**src/rtl/pulse_gen_pkg.sv**
```systemverilog
// Shared definitions for the multi-channel edge-to-pulse generator:
// edge-mode encodings and the per-channel event decode.
package pulse_gen_pkg;

    localparam int MODE_W = 2;

    typedef logic [MODE_W-1:0] mode_t;

    localparam mode_t MODE_OFF  = 2'b00;
    localparam mode_t MODE_RISE = 2'b01;
    localparam mode_t MODE_FALL = 2'b10;
    localparam mode_t MODE_BOTH = 2'b11;

    // s is the synchronised level, h its value one cycle earlier.
    function automatic logic edge_event(input mode_t mode, input logic s, input logic h);
        logic rise;
        logic fall;
        rise = s & ~h;
        fall = ~s & h;
        case (mode)
            MODE_RISE: edge_event = rise;
            MODE_FALL: edge_event = fall;
            MODE_BOTH: edge_event = rise | fall;
            default:   edge_event = 1'b0;
        endcase
    endfunction

endpackage

```
**src/rtl/pulse_channel.sv**
```systemverilog
// One channel: optional synchroniser, edge history, mode-gated event decode,
// pulse-length down-counter and sticky drop flag.
module pulse_channel
    import pulse_gen_pkg::*;
#(
    parameter int SYNC_STAGES = 2,
    parameter int LEN_W       = 8,
    parameter int RETRIGGER   = 0
) (
    input  logic             clk_i,
    input  logic             rst_ni,
    input  logic             en_i,
    input  mode_t            mode_i,
    input  logic [LEN_W-1:0] pulse_len_i,
    input  logic             clr_drop_i,
    output logic             pulse_o,
    output logic             drop_o
);

    logic             s;
    logic             hist_q;
    logic [LEN_W-1:0] cnt_q, cnt_d;
    logic             pulse_q;
    logic             drop_q, drop_d;
    logic             evt;
    logic             busy;
    logic             drop_set;
    logic [LEN_W-1:0] len_eff;

    generate
        if (SYNC_STAGES == 0) begin : g_nosync
            assign s = en_i;
        end else begin : g_sync
            logic [SYNC_STAGES-1:0] sync_q;
            always_ff @(posedge clk_i or negedge rst_ni) begin
                if (!rst_ni) begin
                    sync_q <= '0;
                end else begin
                    sync_q[0] <= en_i;
                    for (int i = 1; i < SYNC_STAGES; i++) begin
                        sync_q[i] <= sync_q[i-1];
                    end
                end
            end
            assign s = sync_q[SYNC_STAGES-1];
        end
    endgenerate

    // A zero length would never raise the pulse, so it is promoted to one cycle.
    assign len_eff = (pulse_len_i == '0) ? LEN_W'(1) : pulse_len_i;
    assign evt     = edge_event(mode_i, s, hist_q);
    assign busy    = (cnt_q != '0);

    always_comb begin
        cnt_d    = cnt_q;
        drop_d   = drop_q;
        drop_set = 1'b0;
        if (evt && !busy) begin
            cnt_d = len_eff;
        end else if (evt && (RETRIGGER != 0)) begin
            cnt_d = len_eff;
        end else if (busy) begin
            cnt_d    = cnt_q - LEN_W'(1);
            drop_set = evt;
        end
        if (clr_drop_i) begin
            drop_d = 1'b0;
        end
        if (drop_set) begin
            drop_d = 1'b1;
        end
    end

    // History keeps tracking regardless of mode so re-enabling never fires on a stale edge.
    always_ff @(posedge clk_i or negedge rst_ni) begin
        if (!rst_ni) begin
            hist_q  <= 1'b0;
            cnt_q   <= '0;
            pulse_q <= 1'b0;
            drop_q  <= 1'b0;
        end else begin
            hist_q  <= s;
            cnt_q   <= cnt_d;
            pulse_q <= (cnt_d != '0);
            drop_q  <= drop_d;
        end
    end

    assign pulse_o = pulse_q;
    assign drop_o  = drop_q;

endmodule

```
**src/rtl/multi_pulse_generator.sv**
```systemverilog
// Multi-channel edge-to-pulse generator: one independent pulse_channel per
// level input, sharing the pulse length and the drop-clear strobe.
module multi_pulse_generator
    import pulse_gen_pkg::*;
#(
    parameter int CHANNELS    = 4,
    parameter int SYNC_STAGES = 2,
    parameter int LEN_W       = 8,
    parameter int RETRIGGER   = 0
) (
    input  logic                       clk_i,
    input  logic                       rst_ni,
    input  logic [CHANNELS-1:0]        en_i,
    input  logic [MODE_W*CHANNELS-1:0] mode_i,
    input  logic [LEN_W-1:0]           pulse_len_i,
    input  logic                       clr_drop_i,
    output logic [CHANNELS-1:0]        pulse_o,
    output logic [CHANNELS-1:0]        drop_o
);

    generate
        for (genvar n = 0; n < CHANNELS; n++) begin : g_ch
            pulse_channel #(
                .SYNC_STAGES (SYNC_STAGES),
                .LEN_W       (LEN_W),
                .RETRIGGER   (RETRIGGER)
            ) u_ch (
                .clk_i       (clk_i),
                .rst_ni      (rst_ni),
                .en_i        (en_i[n]),
                .mode_i      (mode_i[MODE_W*n +: MODE_W]),
                .pulse_len_i (pulse_len_i),
                .clr_drop_i  (clr_drop_i),
                .pulse_o     (pulse_o[n]),
                .drop_o      (drop_o[n])
            );
        end
    endgenerate

endmodule

```
**config.mk**
```make
export PLATFORM = sky130hd
export DESIGN_NAME = multi_pulse_generator
export DESIGN_NICKNAME = d
export VERILOG_FILES = /design/src/rtl/pulse_gen_pkg.sv /design/src/rtl/pulse_channel.sv /design/src/rtl/multi_pulse_generator.sv
export SDC_FILE = /design/constraint.sdc
export NUM_CORES = 1
export LEC_CHECK = 0
export ABC_AREA = 0
export CAP_MARGIN = 10
export CORE_ASPECT_RATIO = 0.5
export CORE_MARGIN = 2
export CORE_UTILIZATION = 62
export CTS_CLUSTER_DIAMETER = 30
export DETAILED_ROUTE_END_ITERATION = 8
export PLACE_DENSITY = 0.85
export SKIP_CTS_REPAIR_TIMING = 1
export SLEW_MARGIN = 0
export SYNTH_ARGS = -nofsm -noshare
export SYNTH_HDL_FRONTEND = slang
export SYNTH_HIERARCHICAL = 1
export SYNTH_SLANG_ARGS = --single-unit
```
**constraint.sdc**
```tcl
create_clock -name clk_i -period 3.7 [get_ports clk_i]
set_input_delay 0.74 -clock clk_i [delete_from_list [all_inputs] [get_ports clk_i]]
set_output_delay 0.74 -clock clk_i [all_outputs]
set_load 0.03 [all_outputs]
```
==> metrics <==
final wirelength roughly 7600 um; Final GP Congestion between 0.8 and 0.9; Hold Path Class reg -> reg; Final Util 75.0%; DP Wirelength roughly 5700 um; Ant. Diodes 0; skew final ~0.008 ns; routed vias/inst 6.20; R2R depth 7; Port Buf Inserts 30; setup tns final 0 ns; clock slew at reported path FFs around 0.1 ns; fmax between 0.4 and 0.5 GHz; clk sink count 52; first-pass GRT wire length 13000 um; Final setup viols 0; Worst Path Required between 3 and 4 ns; asr flop ratio synth 100%; initial DRC count about 260; number of cells on the worst hold path 0; Initial DRT Pass Iterations 5; Critical Path Max Stage Delay approximately 0.52 ns; vias in the first global route 2840; Max Cap Viol 0; die area 6130 sq um; drt drc 0; Tot GR Track Use roughly 27%; die width ~110 um; starting density of the core roughly 67%; post-synthesis average cell area 9.80 sq um; largest cells by area after synthesis dfrtp_1 38%, ha_1 5.9%, inv_1 3.8%; Tcrit/Tclk final between 60% and 70%; RSZ-0062 raised after global routing no; synthesized cell area 3400 sq um; CTS Buffer Depth 2; fin nets 418; Top Ports 31; initial antenna violation count 0; GR peak layer met2; Critical Path AT around 2.6 ns; Critical Path Fanout Max 4; antenna-violating nets left 0; Power Dens Cells 668 nW/um^2; hold_sp g_ch[1].u_ch/g_sync.sync_q[0]; met2 GRT Util about 47%; P_leak 1.65 nW; Critical R2R Launch g_ch[0].u_ch/cnt_q[0]; pin count of the biggest net entering global routing 43; CP max-delay cell clkdlybuf4s50_1; Clk Tree Root Cell clkbuf_8; register-to-register setup slack roughly 1.3 ns; Max VDD drop between 0.0004 and 0.0005 V; Fin. Hold Viols 0; CP Cell Sequence clkdlybuf4s50_1 -> nor2b_1 -> o31ai_1 -> or4_4 -> a221oi_2 -> o2111ai_1; DR vias 2791; Worst setup SP type input pin; min cycle time layout 2.46 ns; Post-synth top flop dfrtp_1; layout cell share with drive strength beyond 1 about an eighth; row cnt 18; flop and latch count out of synthesis 52; share of the synthesized area in the top cell type approximately two fifths; reg2reg end g_ch[0].u_ch/pulse_o; Area after DPL ~3700 sq um; Slew @ Worst Pin 0.909 ns; Clk Latency, worst-skew pair around 0.31 ns; relative slew slack slightly below 40%; Core ar. about 5000 sq um; Critical Path End Type register; H-Tree Level Count 2; grt total ovfl 0; cts bufs inserted 5; status finished, final reports clean; Hold Path Sink g_ch[1].u_ch/g_sync.sync_q[1]; Seq/Total Area, Yosys between 30% and 40%; Final Cell Area 3830 sq um; die height around 56 um; Area Overhead vs Synth 12.7%; Max Slew Vio Count 0; WS Path Type in -> reg; Yosys cell types 60; routed len/inst roughly 17 um; syn_nets approximately 390; Post-synth EDFFs 0; Synth Instances between 300 and 400; CTS tree built; cell taking the most area after synthesis dfrtp_1; M3 GR Usage under 10%; Synth Warn # 6; M1 GR Usage 35.7%
==> synth_stat cells, types with 7 or more instances <==
cell / n
xor2_1: 7
a21oi_1: 18
nor2_1: 22
a211oi_1: 7
nand3b_1: 7
xnor2_1: 8
ha_1: 16
o21ai_0: 8
a22o_1: 9
dfrtp_1: 52
nor3_1: 13
inv_1: 34
nor2b_1: 8
nand2_1: 19
==> where the power goes <==
group	switching (mW)	total [mW]	internal, mW	leakage, nW
registers	0.300	1.05	0.753	0.605
clock network	0.190	0.325	0.135	0.0414
logic	0.598	1.18	0.585	1.00
==> state kept, by name, indices dropped and copies added, names as in the netlist <==
| register | cells |
|---|---|
| g_ch.u_ch/cnt_q | 32 |
| g_ch.u_ch/g_sync.sync_q | 8 |
| g_ch.u_ch/drop_o | 4 |
| g_ch.u_ch/hist_q | 4 |
| g_ch.u_ch/pulse_o | 4 |
==> layer usage <==
metal | share of wire, % | up-vias
li1 | - | 1333
met1 | 44 | 1358
met2 | 48 | 85
met3 | 6.3 | 15
met4 | 1.5 | 0
met5 | 0 | -
==> area by class of cell <==
cell class                      count  area, sq um
Multi-Input combinational cell    255         1920
Sequential cell                    52         1300
Fill cell                         368         1280
Timing Repair Buffer               31          303
Inverter                           34          128
Tap cell                           70         87.6
Clock buffer                        6         72.6
Clock inverter                      2         16.3
==> per-stage QoR <==
stage | setup WS (ns) | hold WS [ns] | total power, mW | std cells
2_1_floorplan | 1.54 | 0.331 | 1.93 | 347
3_3_place_gp | 1.00 | 0.335 | 2.14 | 442
3_5_place_dp | 0.924 | 0.337 | 2.22 | 442
4_1_cts | 1.25 | 0.363 | 2.55 | 450
5_1_grt | 1.08 | 0.368 | 2.76 | 450
6_report | 1.24 | 0.357 | 2.56 | 450
==> cells by family (layout without fill, tap and decap cells) <==
logic type	count (synthesis)	in the layout	synth area share (%)
multiplexers	4	4	1.29
adder cells (fa/ha/maj)	16	16	5.88
buffers and inverters	40	73	5.19
XOR/XNOR	15	15	3.86
flip-flops	52	52	38.2
AO/OA/AOI/OAI	97	97	22.1
AND/OR/NAND/NOR	123	123	23.5
==> critical path: cells and delay by family <==
family	cells	cell delay, ns
AO/OA/AOI/OAI	3	0.58
buffers and inverters	1	0.52
AND/OR/NAND/NOR	2	0.78
==> worst max path at each step <==
| stage | startpoint | to | slack, ns | cells past startpoint |
|---|---|---|---|---|
| after floorplan | g_ch[0].u_ch/cnt_q[0] | g_ch[0].u_ch/pulse_o | 1.54 | 7 |
| after global placement | mode_i[1] | g_ch[0].u_ch/pulse_o | 1.00 | 6 |
| after detailed placement | mode_i[1] | g_ch[0].u_ch/pulse_o | 0.92 | 6 |
| after CTS | mode_i[1] | g_ch[0].u_ch/pulse_o | 1.25 | 6 |
| after global routing | g_ch[0].u_ch/cnt_q[0] | g_ch[0].u_ch/pulse_o | 1.08 | 7 |
| final | mode_i[1] | g_ch[0].u_ch/pulse_o | 1.24 | 6 |
==> placed cells by master (no fill, tap or decap), types with 5 or more instances in the layout <==
cell and n:
o21ai_0 8, clkdlybuf4s50_1 29, a22oi_1 6, a211o_1 6, xnor2_1 8, a211oi_1 7, o31ai_1 5, a211oi_2 6
a21oi_1 18, nor3_1 13, a22o_1 9, nand2_1 19, dfrtp_1 52, nor2b_1 8, nor2_1 22, nor4_1 5
inv_1 34, xor2_1 7, or2_1 6, ha_1 16, clkbuf_8 5, nand3b_1 7
Note: power is estimated with default switching activity, not from simulation.
